==> src/rtl/cla8_addsub_pipe_if.sv <==
// Purpose : operand/result bundle for the pipelined CLA adder/subtractor.
// Signals : in_valid/in_ready/a/b/op_sub/cin    operand beat (source -> unit)
//           out_valid/out_ready/sum/cb_out/ovf/zero/neg   result beat (unit -> sink)
// Modports: master = operand source + result sink side, slave = arithmetic unit side.
interface cla8_addsub_pipe_if #(
   parameter int unsigned WIDTH = 8
);
   logic             in_valid;
   logic             in_ready;
   logic [WIDTH-1:0] a;
   logic [WIDTH-1:0] b;
   logic             op_sub;
   logic             cin;
   logic             out_valid;
   logic             out_ready;
   logic [WIDTH-1:0] sum;
   logic             cb_out;
   logic             ovf;
   logic             zero;
   logic             neg;

   modport master (
      output in_valid, a, b, op_sub, cin, out_ready,
      input  in_ready, out_valid, sum, cb_out, ovf, zero, neg
   );

   modport slave (
      input  in_valid, a, b, op_sub, cin, out_ready,
      output in_ready, out_valid, sum, cb_out, ovf, zero, neg
   );
endinterface

==> src/rtl/cla8_addsub_pipe.sv <==
// Purpose : 2-stage pipelined carry-lookahead adder/subtractor with
//           valid/ready on both sides. Stage 1 resolves the low group and
//           its group carry, stage 2 the high group plus status flags.
// Ports   : clk     rising-edge clock
//           rst     synchronous active-high reset (drops all in-flight beats)
//           io_bus  slave side of cla8_addsub_pipe_if (operands in, result out)
module cla8_addsub_pipe #(
   parameter int unsigned WIDTH = 8,
   parameter int unsigned GROUP = 4
) (
   input logic                clk,
   input logic                rst,
   cla8_addsub_pipe_if.slave  io_bus
);

   if (WIDTH != 2 * GROUP) begin : g_bad_cfg
      $error("cla8_addsub_pipe: WIDTH must equal 2*GROUP");
   end

   // Flat lookahead carries for one group: every c[i+1] is a sum of
   // generate terms and the propagated group carry-in, no ripple.
   function automatic logic [GROUP:0] lookahead(input logic [GROUP-1:0] p,
                                                input logic [GROUP-1:0] g,
                                                input logic             c0);
      logic [GROUP:0] c;
      logic           term;
      c    = '0;
      c[0] = c0;
      for (int i = 0; i < int'(GROUP); i++) begin
         term = c0;
         for (int k = 0; k <= i; k++) term = term & p[k];
         c[i+1] = term;
         for (int j = 0; j <= i; j++) begin
            term = g[j];
            for (int k = j + 1; k <= i; k++) term = term & p[k];
            c[i+1] = c[i+1] | term;
         end
      end
      return c;
   endfunction

   // Pipeline occupancy and handshakes
   logic r_valid1;
   logic r_valid2;
   logic w_in_ready;
   logic w_in_fire;
   logic w_adv2;

   assign w_in_ready = !r_valid1 || !r_valid2 || io_bus.out_ready;
   assign w_in_fire  = io_bus.in_valid && w_in_ready;
   assign w_adv2     = r_valid1 && (!r_valid2 || io_bus.out_ready);

   // Stage 1: operand conditioning and low group
   logic [WIDTH-1:0] w_bp;
   logic             w_c0;
   logic [GROUP-1:0] w_p_lo;
   logic [GROUP-1:0] w_g_lo;
   logic [GROUP:0]   w_c_lo;
   logic [GROUP-1:0] w_sum_lo;

   // Subtract is A + ~B + ~borrow_in on the shared add path.
   assign w_bp     = io_bus.op_sub ? ~io_bus.b : io_bus.b;
   assign w_c0     = io_bus.op_sub ? ~io_bus.cin : io_bus.cin;
   assign w_p_lo   = io_bus.a[GROUP-1:0] ^ w_bp[GROUP-1:0];
   assign w_g_lo   = io_bus.a[GROUP-1:0] & w_bp[GROUP-1:0];
   assign w_c_lo   = lookahead(w_p_lo, w_g_lo, w_c0);
   assign w_sum_lo = w_p_lo ^ w_c_lo[GROUP-1:0];

   logic [GROUP-1:0] r_sum_lo;
   logic             r_c_grp;
   logic [GROUP-1:0] r_a_hi;
   logic [GROUP-1:0] r_bp_hi;
   logic             r_sub;

   // Stage 2: high group and flags
   logic [GROUP-1:0] w_p_hi;
   logic [GROUP-1:0] w_g_hi;
   logic [GROUP:0]   w_c_hi;
   logic [GROUP-1:0] w_sum_hi;
   logic [WIDTH-1:0] w_sum;
   logic             w_cb;
   logic             w_ovf;

   assign w_p_hi   = r_a_hi ^ r_bp_hi;
   assign w_g_hi   = r_a_hi & r_bp_hi;
   assign w_c_hi   = lookahead(w_p_hi, w_g_hi, r_c_grp);
   assign w_sum_hi = w_p_hi ^ w_c_hi[GROUP-1:0];
   assign w_sum    = {w_sum_hi, r_sum_lo};
   // Carry-out reads as borrow (inverted) when subtracting.
   assign w_cb     = r_sub ? ~w_c_hi[GROUP] : w_c_hi[GROUP];
   assign w_ovf    = (r_a_hi[GROUP-1] == r_bp_hi[GROUP-1]) &&
                     (w_sum_hi[GROUP-1] != r_a_hi[GROUP-1]);

   logic [WIDTH-1:0] r_sum;
   logic             r_cb;
   logic             r_ovf;
   logic             r_zero;
   logic             r_neg;

   // Valid bits depend only on handshakes, never on operand values.
   always_ff @(posedge clk) begin
      if (rst) begin
         r_valid1 <= 1'b0;
         r_valid2 <= 1'b0;
      end else begin
         if (w_in_fire)             r_valid1 <= 1'b1;
         else if (w_adv2)           r_valid1 <= 1'b0;
         if (w_adv2)                r_valid2 <= 1'b1;
         else if (io_bus.out_ready) r_valid2 <= 1'b0;
      end
   end

   // Stage data registers
   always_ff @(posedge clk) begin
      if (rst) begin
         r_sum_lo <= '0;
         r_c_grp  <= 1'b0;
         r_a_hi   <= '0;
         r_bp_hi  <= '0;
         r_sub    <= 1'b0;
         r_sum    <= '0;
         r_cb     <= 1'b0;
         r_ovf    <= 1'b0;
         r_zero   <= 1'b0;
         r_neg    <= 1'b0;
      end else begin
         if (w_in_fire) begin
            r_sum_lo <= w_sum_lo;
            r_c_grp  <= w_c_lo[GROUP];
            r_a_hi   <= io_bus.a[WIDTH-1:WIDTH-GROUP];
            r_bp_hi  <= w_bp[WIDTH-1:WIDTH-GROUP];
            r_sub    <= io_bus.op_sub;
         end
         if (w_adv2) begin
            r_sum  <= w_sum;
            r_cb   <= w_cb;
            r_ovf  <= w_ovf;
            r_zero <= (w_sum == '0);
            r_neg  <= w_sum[WIDTH-1];
         end
      end
   end

   assign io_bus.in_ready  = w_in_ready;
   assign io_bus.out_valid = r_valid2;
   assign io_bus.sum       = r_sum;
   assign io_bus.cb_out    = r_cb;
   assign io_bus.ovf       = r_ovf;
   assign io_bus.zero      = r_zero;
   assign io_bus.neg       = r_neg;

endmodule

==> src/flat_wrapper.sv <==
// flat-port wrapper written by rule: the top's interface ports become plain ports
module cla8_addsub_pipe_flat 
#(
   parameter int unsigned WIDTH = 8,
   parameter int unsigned GROUP = 4
)
  (clk, rst, io_bus_in_valid, io_bus_a, io_bus_b, io_bus_op_sub, io_bus_cin, io_bus_out_ready, io_bus_in_ready, io_bus_out_valid, io_bus_sum, io_bus_cb_out, io_bus_ovf, io_bus_zero, io_bus_neg);
  cla8_addsub_pipe_if #(.WIDTH(WIDTH)) io_bus_i ();
  input logic clk;
  input logic rst;
  input wire logic [$bits(io_bus_i.in_valid)-1:0] io_bus_in_valid;
  input wire logic [$bits(io_bus_i.a)-1:0] io_bus_a;
  input wire logic [$bits(io_bus_i.b)-1:0] io_bus_b;
  input wire logic [$bits(io_bus_i.op_sub)-1:0] io_bus_op_sub;
  input wire logic [$bits(io_bus_i.cin)-1:0] io_bus_cin;
  input wire logic [$bits(io_bus_i.out_ready)-1:0] io_bus_out_ready;
  output wire logic [$bits(io_bus_i.in_ready)-1:0] io_bus_in_ready;
  output wire logic [$bits(io_bus_i.out_valid)-1:0] io_bus_out_valid;
  output wire logic [$bits(io_bus_i.sum)-1:0] io_bus_sum;
  output wire logic [$bits(io_bus_i.cb_out)-1:0] io_bus_cb_out;
  output wire logic [$bits(io_bus_i.ovf)-1:0] io_bus_ovf;
  output wire logic [$bits(io_bus_i.zero)-1:0] io_bus_zero;
  output wire logic [$bits(io_bus_i.neg)-1:0] io_bus_neg;
  assign io_bus_i.in_valid = io_bus_in_valid;
  assign io_bus_i.a = io_bus_a;
  assign io_bus_i.b = io_bus_b;
  assign io_bus_i.op_sub = io_bus_op_sub;
  assign io_bus_i.cin = io_bus_cin;
  assign io_bus_i.out_ready = io_bus_out_ready;
  assign io_bus_in_ready = io_bus_i.in_ready;
  assign io_bus_out_valid = io_bus_i.out_valid;
  assign io_bus_sum = io_bus_i.sum;
  assign io_bus_cb_out = io_bus_i.cb_out;
  assign io_bus_ovf = io_bus_i.ovf;
  assign io_bus_zero = io_bus_i.zero;
  assign io_bus_neg = io_bus_i.neg;
  cla8_addsub_pipe #(.WIDTH(WIDTH), .GROUP(GROUP)) u_core (.clk(clk), .rst(rst), .io_bus(io_bus_i));
endmodule
==> config.mk <==
export PLATFORM = sky130hd
export DESIGN_NAME = cla8_addsub_pipe_flat
export DESIGN_NICKNAME = d
export VERILOG_FILES = /design/src/rtl/cla8_addsub_pipe_if.sv /design/src/rtl/cla8_addsub_pipe.sv /design/src/flat_wrapper.sv
export SDC_FILE = /design/constraint.sdc
export NUM_CORES = 1
export LEC_CHECK = 0
export ABC_CLOCK_PERIOD_IN_PS = 2400
export BUFFER_PORTS_ARGS = -buffer_cell sky130_fd_sc_hd__buf_2
export CAP_MARGIN = 20
export CORE_MARGIN = 5
export CORE_UTILIZATION = 52
export DETAILED_ROUTE_END_ITERATION = 8
export PLACE_DENSITY = 0.84
export SLEW_MARGIN = 20
export SYNTH_ARGS = -nofsm -noshare
export SYNTH_HDL_FRONTEND = slang
export SYNTH_SLANG_ARGS = --single-unit
==> constraint.sdc <==
create_clock -name clk -period 2.4 [get_ports clk]
set_input_delay 0.24 -clock clk [delete_from_list [all_inputs] [get_ports clk]]
set_output_delay 0.24 -clock clk [all_outputs]
set_load 0.05 [all_outputs]
==> reports/metrics.cfg <==
[logic_synthesis]
synth_sequential_area_ratio_pct = 38.4
syn-instance-count = 162
synth_fp_nets = 196
post_synthesis_sequential_element_count = 27
syn_avg_cell_area_um2 = 8.69
synth.top_cells.by_area = sky130_fd_sc_hd__dfxtp_1 (38%), sky130_fd_sc_hd__ha_1 (8.9%), sky130_fd_sc_hd__nand2_1 (6.9%), sky130_fd_sc_hd__a21oi_1 (5.7%), sky130_fd_sc_hd__nor2_1 (3.7%)
synth.cell_area_mm2 = 0.00141
fraction_of_post_synthesis_cell_area_in_the_top_cell_type_by_area_pct = 38.4
synth_top_cell_by_area = sky130_fd_sc_hd__dfxtp_1
yosys_warnings = 0
synth.lib_cells_used.distinct = 36

[die]
rows = 18
floorplan.die.height_um = 62.0
die_area_mm2 = 0.00385
io_pins = 36
die_x_um = 62.0
floorplan.initialDensity_pct = 55.8
design.core.area_mm2 = 0.00252

[setup_path]
crit_path_cell_trace = ha_1, ha_1, o211a_4, o21ai_1, or4b_1, a21oi_1
arrival_time_of_data_at_the_critical_path_endpoint_ns = 2.18
setup.reg_to_reg.worst_slack_ns = 0.48
worst_setup_path_start_kind = flip-flop
slowest_stage_cell_cp = sky130_fd_sc_hd__or4b_1
required_ns = 2.66
cp-end-kind = flip-flop
worst_r2r_path_depth = 6
timing.critical_path.mode_cell = sky130_fd_sc_hd__ha_1
worst_path_largest_cell_delay_ns = 0.45
worstSetupPathType = reg2reg
critical_path.max_fanout = 5

[pwr]
cellPowerDensity_mw_per_mm2 = 572
leakagePower_uw = 0.000726
vdd.ir_drop.worst_v = 0.000347

[cts]
clock_tree.buffer_depth = 2
cts_setup_buffers = 0
cts-root-buf = sky130_fd_sc_hd__clkbuf_4
cts_buffers = 3
cts_hold_buf = 0
clock-sinks = 27
tritoncts = built
clock_insertion_delay_worst_skew_ns = 0.31
clk_pin_slew_worst_paths_ns = 0.13
h-tree-depth = 1
cts.repair.resized = 0

[grt]
via_count_of_the_first_global_routing_pass = 1144
largest_net_degree_at_the_start_of_global_routing = 32
initial_antenna_violation_count = 0
grt_remaining_overflow = 0
grt_first_pass_wirelength_um = 4950
grt_util_all_layers_pct = 16.9

[route]
dr_total_vias = 1210
drt-initial-drc-count = 40
remaining_drc_errors = 0
drtAntennaViolNets = 0
drt_first_pass_iters = 4
avgViaCountPerCell = 5.40
drt-total-wl_um = 2830
wire_length_per_cell_after_detailed_routing_um = 12.6

[place]
dp_cells = 220
port_buffers = 35
gpl.final_weighted_congestion = 0.812
place_hpwl_um = 2290

[run]
maxCapViolations = 0

[timing]
fin_worst_skew_ns = 0.000934
drv_slew = 0
fmaxAchievable_mhz = 520
layout_worst_path_cycle_share_pct = 80.2
rsz_0062_raised_after_global_routing = no
tightest_slew_ns = 0.755
setup_viol_count_final = 0
timing_hold_violations_final = 0
worst_slew_margin_relative_to_its_limit_pct = 49.7
setup_tns_ns = 0
post-route-min-period_ns = 1.92

[final_layout]
layout.nets = 229
area_delta_synth_final_pct = 14.6
final_cell_count_no_fill = 224
num_antenna_cells = 0
leading_cell_types_in_the_layout_fill_and_taps_excluded = sky130_fd_sc_hd__buf_2 (35), sky130_fd_sc_hd__dfxtp_1 (27), sky130_fd_sc_hd__nand2_1 (26)
most_common_cell_after_layout_fill_and_taps_aside = sky130_fd_sc_hd__buf_2
layout.area.seq_um2 = 541
post_route_cells_drive_above_1_share_pct = 23.2
count_of_fill_cells_added_during_filler_insertion = 234
multi_input_comb_area_um2 = 811

[min_path]
timing.hold.worst_path_depth = 3
hold_path_class = in2reg

[status]
outcome = finished clean

## stage by stage
stage	utilization, %	setup slack [ns]	area, µm²	total power (µW)	hold slack [ns]
after detailed placement	62.9	0.250	1590	743	0.442
final	63.9	0.475	1610	923	0.140
after global placement	62.9	0.407	1590	728	0.437
after CTS	63.9	0.471	1610	929	0.137
after global routing	63.9	0.328	1610	979	0.128
after floorplan	-	0.477	1410	678	0.376
## logic make-up after synthesis
group / share of synthesized area [%]
adders and majority gates: 11.7
buffers and inverters: 4.00
DFF: 38.4
AOI/OAI and AO/OA: 18.2
and+or+nand+nor: 20.8
xor gates and xnor gates: 6.84
## per-layer routing
metal / global-route usage, % / vias up / share of wire, %
met5: 0 / - / 0
met2: 28.4 / 35 / 49
li1: - / 620 / -
met3: 3.31 / 6 / 5.9
met4: 6.97 / 0 / 1.9
met1: 21.0 / 549 / 43
## synth_stat cells
library cell	count
sky130_fd_sc_hd__or4b_1	1
sky130_fd_sc_hd__inv_1	6
sky130_fd_sc_hd__fa_1	2
sky130_fd_sc_hd__o21a_1	1
sky130_fd_sc_hd__o2111ai_1	1
sky130_fd_sc_hd__dfxtp_1	27
sky130_fd_sc_hd__nor2_2	1
sky130_fd_sc_hd__nand3b_1	5
sky130_fd_sc_hd__xnor2_1	5
sky130_fd_sc_hd__nand2b_1	1
sky130_fd_sc_hd__o211a_4	1
sky130_fd_sc_hd__or4_1	1
sky130_fd_sc_hd__nand2_2	1
sky130_fd_sc_hd__a211o_2	1
sky130_fd_sc_hd__buf_4	1
sky130_fd_sc_hd__a211oi_1	6
sky130_fd_sc_hd__o21ai_0	5
sky130_fd_sc_hd__a21boi_0	1
sky130_fd_sc_hd__nand2_1	26
sky130_fd_sc_hd__nor2_1	14
sky130_fd_sc_hd__a21o_2	1
sky130_fd_sc_hd__nor3b_1	2
sky130_fd_sc_hd__nor2b_4	1
sky130_fd_sc_hd__xor2_1	6
sky130_fd_sc_hd__o311ai_0	2
sky130_fd_sc_hd__o21ai_1	1
sky130_fd_sc_hd__or3_1	2
sky130_fd_sc_hd__o211ai_1	2
sky130_fd_sc_hd__nor2b_1	1
sky130_fd_sc_hd__ha_1	10
sky130_fd_sc_hd__a21oi_1	16
sky130_fd_sc_hd__and2_1	1
sky130_fd_sc_hd__a21oi_2	1
sky130_fd_sc_hd__nor3_1	3
sky130_fd_sc_hd__buf_2	3
sky130_fd_sc_hd__clkbuf_1	3
## state kept, by name, summed over array words and instances (netlist names)
name / cells
u_core.r_a_hi: 4
u_core.io_bus.out_valid: 1
u_core.io_bus.ovf: 1
u_core.r_sub: 1
u_core.io_bus.sum: 8
u_core.r_c_grp: 1
u_core.r_sum_lo: 4
u_core.io_bus.cb_out: 1
u_core.r_bp_hi: 4
u_core.io_bus.zero: 1
u_core.r_valid1: 1
## critical path: cells and delay by family, from the launching register on
| kind | cells | cell delay, ns |
|---|---|---|
| flip-flops | 1 | 0.37 |
| AO/OA/AOI/OAI | 3 | 0.53 |
| AND/OR/NAND/NOR | 1 | 0.45 |
| adder cells (fa/ha/maj) | 2 | 0.53 |
## where the power goes
group	internal (µW)	total (µW)	leakage [µW]	switching (µW)
Clock	65.0	191	0.0000150	126
Combinational	90.5	231	0.000489	141
Sequential	479	500	0.000222	21.4
Total	634	923	0.000726	288
## layout make-up
type                    instances  area share, %
flip-flops and latches         27           33.5
repair buffers                 35           10.9
clock buffers                   4           1.63
well taps                      30           2.33
multi-input cells             122           50.3
inverters                       6           1.40
## final timing paths
| check | to | startpoint |
|---|---|---|
| worst max-delay path | u_core.io_bus.ovf | u_core.r_bp_hi[0] |
| worst min-delay path | u_core.r_a_hi[3] | io_bus_a[7] |
| worst max register to register | u_core.io_bus.ovf | u_core.r_bp_hi[0] |
| worst min register to register | u_core.io_bus.ovf | u_core.io_bus.ovf |
Power figures use the tool's default switching activity.
